[src/rtl/nibble_serial_add_ctrl_pkg.sv]
// -----------------------------------------------------------------------------
// nibble_serial_add_ctrl_pkg
//   Shared definitions for the nibble-serial add/subtract sequencer:
//   - state_t     : FSM state encoding (IDLE / RUN / DONE)
//   - NIBBLE_W    : width of the shared adder slice (4 bits)
//   - cnt_width() : width of the nibble counter for a given nibble count
// -----------------------------------------------------------------------------
package nibble_serial_add_ctrl_pkg;

  localparam int NIBBLE_W = 4;

  typedef enum logic [1:0] {
    IDLE = 2'd0,
    RUN  = 2'd1,
    DONE = 2'd2
  } state_t;

  // Counter must index NIBBLES slice passes; never narrower than one bit.
  function automatic int cnt_width(input int nibbles);
    return (nibbles > 1) ? $clog2(nibbles) : 1;
  endfunction

endpackage

[src/rtl/nibble_serial_add_ctrl_adder4.sv]
// -----------------------------------------------------------------------------
// nibble_serial_add_ctrl_adder4
//   The 4-bit ripple-carry adder slice shared by every nibble pass.
//   Ports:
//     x, y  in  4  slice operands
//     cin   in  1  carry into bit 0
//     sum   out 4  slice sum
//     cout  out 1  carry out of bit 3
//     ovf   out 1  signed overflow of this slice (carry into MSB ^ carry out)
// -----------------------------------------------------------------------------
module nibble_serial_add_ctrl_adder4
  import nibble_serial_add_ctrl_pkg::*;
(
  input  logic [NIBBLE_W-1:0] x,
  input  logic [NIBBLE_W-1:0] y,
  input  logic                cin,
  output logic [NIBBLE_W-1:0] sum,
  output logic                cout,
  output logic                ovf
);

  logic [NIBBLE_W:0] c;

  always_comb begin
    c[0] = cin;
    for (int i = 0; i < NIBBLE_W; i++) begin
      sum[i]   = x[i] ^ y[i] ^ c[i];
      c[i + 1] = (x[i] & y[i]) | (c[i] & (x[i] ^ y[i]));
    end
  end

  assign cout = c[NIBBLE_W];
  // Sign of the result is wrong exactly when the carries into and out of
  // the MSB differ; equivalent to "same operand signs, different sum sign".
  assign ovf  = c[NIBBLE_W - 1] ^ c[NIBBLE_W];

endmodule

[src/rtl/nibble_serial_add_ctrl.sv]
// -----------------------------------------------------------------------------
// nibble_serial_add_ctrl
//   WIDTH-bit add/subtract computed one nibble per cycle (LSB first) through a
//   single 4-bit ripple slice. The inter-nibble carry is registered and the
//   partial sum is accumulated until the MSB pass, when result and flags are
//   published together. WIDTH must be a multiple of 4 and at least 8.
//
//   Ports:
//     clk        in  1      rising-edge clock
//     rst        in  1      asynchronous, active-high reset
//     start      in  1      request, sampled only in IDLE
//     sub        in  1      0: a+b, 1: a-b (two's complement), latched with start
//     a, b       in  WIDTH  operands, latched with start
//     busy       out 1      high while in RUN or DONE
//     done       out 1      registered one-cycle completion pulse
//     result     out WIDTH  sum/difference, held until the next completion
//     carry_out  out 1      carry out of the MSB (subtract: 1 = no borrow)
//     overflow   out 1      signed overflow of the WIDTH-bit operation
//
//   Timing: start sampled at edge 0, RUN passes on edges 1..NIBBLES, result
//   and flags update on edge NIBBLES, done is high after edge NIBBLES+1.
// -----------------------------------------------------------------------------
module nibble_serial_add_ctrl
  import nibble_serial_add_ctrl_pkg::*;
#(
  parameter int WIDTH = 16
) (
  input  logic             clk,
  input  logic             rst,
  input  logic             start,
  input  logic             sub,
  input  logic [WIDTH-1:0] a,
  input  logic [WIDTH-1:0] b,
  output logic             busy,
  output logic             done,
  output logic [WIDTH-1:0] result,
  output logic             carry_out,
  output logic             overflow
);

  localparam int               NIBBLES  = WIDTH / NIBBLE_W;
  localparam int               CNT_W    = cnt_width(NIBBLES);
  localparam logic [CNT_W-1:0] LAST_NIB = CNT_W'(NIBBLES - 1);

  // ---------------------------------------------------------------------------
  // State
  // ---------------------------------------------------------------------------
  state_t              state_q, state_d;
  logic [CNT_W-1:0]    cnt_q;
  logic                carry_q;
  logic [WIDTH-1:0]    a_q;
  logic [WIDTH-1:0]    b_q;        // B already inverted for subtract
  logic [WIDTH-1:0]    acc_q;
  logic [WIDTH-1:0]    result_q;
  logic                carry_out_q;
  logic                overflow_q;
  logic                done_q;

  // FSM decode
  logic                load;       // latch operands, enter RUN
  logic                step;       // one slice pass this cycle
  logic                last;       // this pass handles the MSB nibble

  // Slice datapath
  logic [CNT_W+1:0]    nib_base;   // bit offset of the current nibble
  logic [NIBBLE_W-1:0] nib_a;
  logic [NIBBLE_W-1:0] nib_b;
  logic [NIBBLE_W-1:0] slice_sum;
  logic                slice_cout;
  logic                slice_ovf;
  logic [WIDTH-1:0]    acc_next;

  // ---------------------------------------------------------------------------
  // FSM: state register
  // ---------------------------------------------------------------------------
  // NOTE: sequential state is always assigned with <= so every register
  // samples the pre-edge values, independent of statement order.
  always_ff @(posedge clk or posedge rst) begin
    if (rst) state_q <= IDLE;
    else     state_q <= state_d;
  end

  // ---------------------------------------------------------------------------
  // FSM: next state and control strobes
  // ---------------------------------------------------------------------------
  // NOTE: every output of this block is given a default first, so no path
  // leaves a signal unassigned and no latch is inferred.
  always_comb begin
    state_d = state_q;
    load    = 1'b0;
    step    = 1'b0;
    last    = 1'b0;
    case (state_q)
      IDLE: begin
        if (start) begin
          load    = 1'b1;
          state_d = RUN;
        end
      end
      RUN: begin
        step = 1'b1;
        if (cnt_q == LAST_NIB) begin
          last    = 1'b1;
          state_d = DONE;
        end
      end
      DONE:    state_d = IDLE;
      default: state_d = IDLE;    // unused encoding recovers to IDLE
    endcase
  end

  // ---------------------------------------------------------------------------
  // Nibble mux and the shared slice
  // ---------------------------------------------------------------------------
  assign nib_base = {cnt_q, 2'b00};
  assign nib_a    = a_q[nib_base +: NIBBLE_W];
  assign nib_b    = b_q[nib_base +: NIBBLE_W];

  nibble_serial_add_ctrl_adder4 u_slice (
    .x    (nib_a),
    .y    (nib_b),
    .cin  (carry_q),
    .sum  (slice_sum),
    .cout (slice_cout),
    .ovf  (slice_ovf)
  );

  // Accumulator with the current pass's nibble merged in; on the MSB pass
  // this is the complete result.
  always_comb begin
    acc_next                        = acc_q;
    acc_next[nib_base +: NIBBLE_W] = slice_sum;
  end

  // ---------------------------------------------------------------------------
  // Datapath registers
  // ---------------------------------------------------------------------------
  // NOTE: the operand and accumulator registers are reset along with the
  // control state, so an aborted operation leaves nothing behind that could
  // leak into a later result.
  always_ff @(posedge clk or posedge rst) begin
    if (rst) begin
      cnt_q       <= '0;
      carry_q     <= 1'b0;
      a_q         <= '0;
      b_q         <= '0;
      acc_q       <= '0;
      result_q    <= '0;
      carry_out_q <= 1'b0;
      overflow_q  <= 1'b0;
      done_q      <= 1'b0;
    end else begin
      // done follows the DONE state by one cycle, giving a registered pulse.
      done_q <= (state_q == DONE);

      if (load) begin
        a_q     <= a;
        b_q     <= b ^ {WIDTH{sub}};
        carry_q <= sub;                 // +1 completes the two's complement
        cnt_q   <= '0;
      end

      if (step) begin
        acc_q   <= acc_next;
        carry_q <= slice_cout;
        // Leave the counter at zero after the MSB pass instead of wrapping.
        cnt_q   <= last ? '0 : cnt_q + CNT_W'(1);
      end

      // Overflow comes only from the MSB slice; lower-slice overflow is
      // meaningless for the WIDTH-bit operation.
      if (last) begin
        result_q    <= acc_next;
        carry_out_q <= slice_cout;
        overflow_q  <= slice_ovf;
      end
    end
  end

  // ---------------------------------------------------------------------------
  // Outputs
  // ---------------------------------------------------------------------------
  assign busy      = (state_q != IDLE);
  assign done      = done_q;
  assign result    = result_q;
  assign carry_out = carry_out_q;
  assign overflow  = overflow_q;

endmodule

[config.mk]
export PLATFORM = sky130hd
export DESIGN_NAME = nibble_serial_add_ctrl
export DESIGN_NICKNAME = d
export VERILOG_FILES = /design/src/rtl/nibble_serial_add_ctrl_pkg.sv /design/src/rtl/nibble_serial_add_ctrl_adder4.sv /design/src/rtl/nibble_serial_add_ctrl.sv
export SDC_FILE = /design/constraint.sdc
export NUM_CORES = 1
export LEC_CHECK = 0
export ABC_AREA = 1
export CAP_MARGIN = 40
export CORE_UTILIZATION = 45
export CTS_BUF_LIST = sky130_fd_sc_hd__clkbuf_16
export CTS_CLUSTER_DIAMETER = 60
export CTS_CLUSTER_SIZE = 14
export DETAILED_ROUTE_END_ITERATION = 8
export PLACE_DENSITY_LB_ADDON = 0.2
export SLEW_MARGIN = 25
export SYNTH_ARGS = -nofsm -noshare
export SYNTH_HDL_FRONTEND = slang
export SYNTH_HIERARCHICAL = 1
export SYNTH_SLANG_ARGS = --single-unit
[constraint.sdc]
create_clock -name clk -period 5.6 [get_ports clk]
set_input_delay 1.12 -clock clk [delete_from_list [all_inputs] [get_ports clk]]
set_output_delay 1.12 -clock clk [all_outputs]
set_load 0.02 [all_outputs]
==> flow_summary.ini <==
[setup_path]
crit_start = cnt_q[0]
reg2reg_from = cnt_q[0]
path_class = flip-flop to flip-flop
cp.required_ps = 5870
critPathLaunchType = flip-flop
worstPathArrival_ps = 4240
path_max_fanout = 27
end_kind = flip-flop

[drt]
ant_nets = 0
vias_per_cell = 4.86
drcViolationCount = 0
drtIter0Drc = 128
drt-total-wl_microns = 7470
dr.pass1.iters = 4
wire_per_inst_microns = 12.2
dr_total_vias = 2962

[placed_design]
hpwl_microns = 5200
io_buffers = 55
place_congestion = 0.848
postPlaceCellArea_sq_mm = 0.00419

[cts]
clk_latency_ps = 330
clockRootBuffer = clkbuf_16
cts.path.max_buffers = 2
htree_num_levels = 3
cts_resized = 0
postCtsHoldBufs = 0
clk_pin_slew_ps = 50
cts_sinks = 72
cts_setup_buffers = 0
tritoncts = yes
numCtsBuffers = 9

[layout]
area_growth_pct = 23.2
nets = 550
drive_gt1_share_pct = 5.12
antenna_cells = 0
stdcell_area_sq_mm = 0.00444

[yosys]
syn-instance-count = 456
syn_area_sq_mm = 0.00361
synth.most_common_cell = nand2_1
ys.flop_type = dfrtp_1
yosys.area.top_type = dfrtp_1
synth_area_leaders = dfrtp_1 50%, nand2_1 22%, xnor2_1 3.9%
syn_area_per_cell_sq_um = 7.91
post_synth_num_cell_types = 22
seq_area_frac_synth_pct = 49.9
synth_async_sr_flop_share_pct = 100
synth.top_cell.area_share_pct = 49.9
syn_nets = 502
synth_commonest_cells = 214 x nand2_1, 72 x dfrtp_1, 29 x inv_1
synth-seq-cells = 72
synth_warnings = 6
synth_enable_flop_cells = 0

[floorplan]
rows = 32
core_sq_mm = 0.00773
die_h_microns = 91.5
initial_core_util_pct = 46.7
die_x_microns = 91.5
die-area_sq_mm = 0.00838
io_pins = 56

[timing]
worst_pin_slew_ps = 697
min_period_ps = 3980
rsz0062_at_grt = no
fin_crit_sh_pct = 71.0
report.final.setup_viol = 0
fin_worst_skew_ps = 6.06
setup_tns_ps = 0
drv_slew = 0
relSlewSlack_pct = 53.5
max_freq_ghz = 0.251
hold_viol_final = 0

[power]
pwr_density_cell_mw_per_mm2 = 591
power_leakage_nw = 2.27
ir_worst_vdd_v = 0.000233

[status]
outcome = complete, no violations

[grt]
grtUsageMet2_pct = 33.6
grt_busiest_layer = met2
antenna_found_initial = 0
grt_max_degree = 46
grt_pass1_wl_microns = 13300
grt_use_met1_pct = 24.9
track_usage_pct = 20.0
grt_pass1_vias = 2957
globalRouteMet3Util_pct = 4.94
grt.overflow.total = 0

[run]
maxCapViolations = 0

[hold_path]
hold_start = state_q[0]
hp-class = flip-flop to flip-flop
## stage by stage
step	hold slack, ps	std cells	setup slack [ps]	util [%]	total power [mW]
global route	472	610	1200	57.5	2.88
detailed placement	453	595	1710	54.2	2.14
CTS	458	610	1700	57.5	2.64
global placement	445	593	1890	53.8	2.09
floorplan	422	456	2510	-	1.79
finish	452	610	1620	57.5	2.63
## placed cells by master (no fill, tap or decap)
cell type / n
nand2_1: 214
dfrtp_1: 72
clkdlybuf4s50_1: 55
inv_1: 28
o21ai_0: 26
nor2_1: 26
xnor2_1: 16
o21ai_1: 16
clkbuf_16: 9
inv_2: 6
ha_1: 6
nand3_1: 5
nand4_1: 4
a21oi_1: 4
o22ai_1: 4
clkinv_2: 4
fa_1: 4
nor2_4: 3
clkinv_1: 2
nand2_2: 1
buf_12: 1
buf_8: 1
buf_4: 1
## kinds of logic (layout without fill, tap and decap cells)
logic type,count (synthesis),after routing,synth area share (%)
AO/OA/AOI/OAI,50,50,7.08
XOR/XNOR,16,16,3.88
adder cells (fa/ha/maj),10,10,4.30
buffers and inverters,55,107,7.32
flip-flops,72,72,49.9
AND/OR/NAND/NOR,253,253,27.5
## area by class of cell
class	instances	area, sq um
Inverter	34	128
Fill cell	721	3280
Timing Repair Buffer	58	593
Tap cell	102	128
Clock inverter	6	27.5
Multi-Input combinational cell	329	1540
Clock buffer	9	225
Sequential cell	72	1800
## report_power, final
part	internal (mW)	switching (mW)	total, mW
sequential	0.741	0.144	0.885
combinational	0.454	0.792	1.25
clock	0.290	0.205	0.495
## state kept, by name, indices dropped and copies added, names as in the netlist
| name | flops |
|---|---|
| cnt_q | 2 |
| done | 1 |
| acc_q | 16 |
| result | 16 |
| carry_out | 1 |
| carry_q | 1 |
| a_q | 16 |
| state_q | 2 |
| overflow | 1 |
| b_q | 16 |
## worst max-delay path: stages, from the launching register on
cell and delay (ps):
dfrtp_1 730, inv_1 510, o21ai_0 330, o21ai_0 160, fa_1 410, inv_1 80, fa_1 160, inv_1 50
fa_1 390, inv_1 110, fa_1 410, inv_1 110, nand2_1 60, nor2_1 140, nand2_1 70, nand2_1 80
nand2_1 50, nand2_1 70
## final timing paths
path,endpoint,slack (ps),cells past startpoint
setup / recovery,acc_q[15],1620,17
min in group asynchronous,result[14],1120,2
max in group asynchronous,done,3590,4
hold reg to reg,done,450,1
setup reg to reg,acc_q[15],1620,17
hold / removal,done,450,1
## per-layer routing
| layer | part of all wire [%] | wire length, microns | vias to the layer above |
|---|---|---|---|
| li1 | - | - | 1496 |
| met1 | 44 | 3320 | 1372 |
| met2 | 49 | 3650 | 79 |
| met3 | 4.6 | 345 | 15 |
| met4 | 2.0 | 148 | 0 |
| met5 | 0 | 0 | - |
Power figures use the tool's default switching activity.
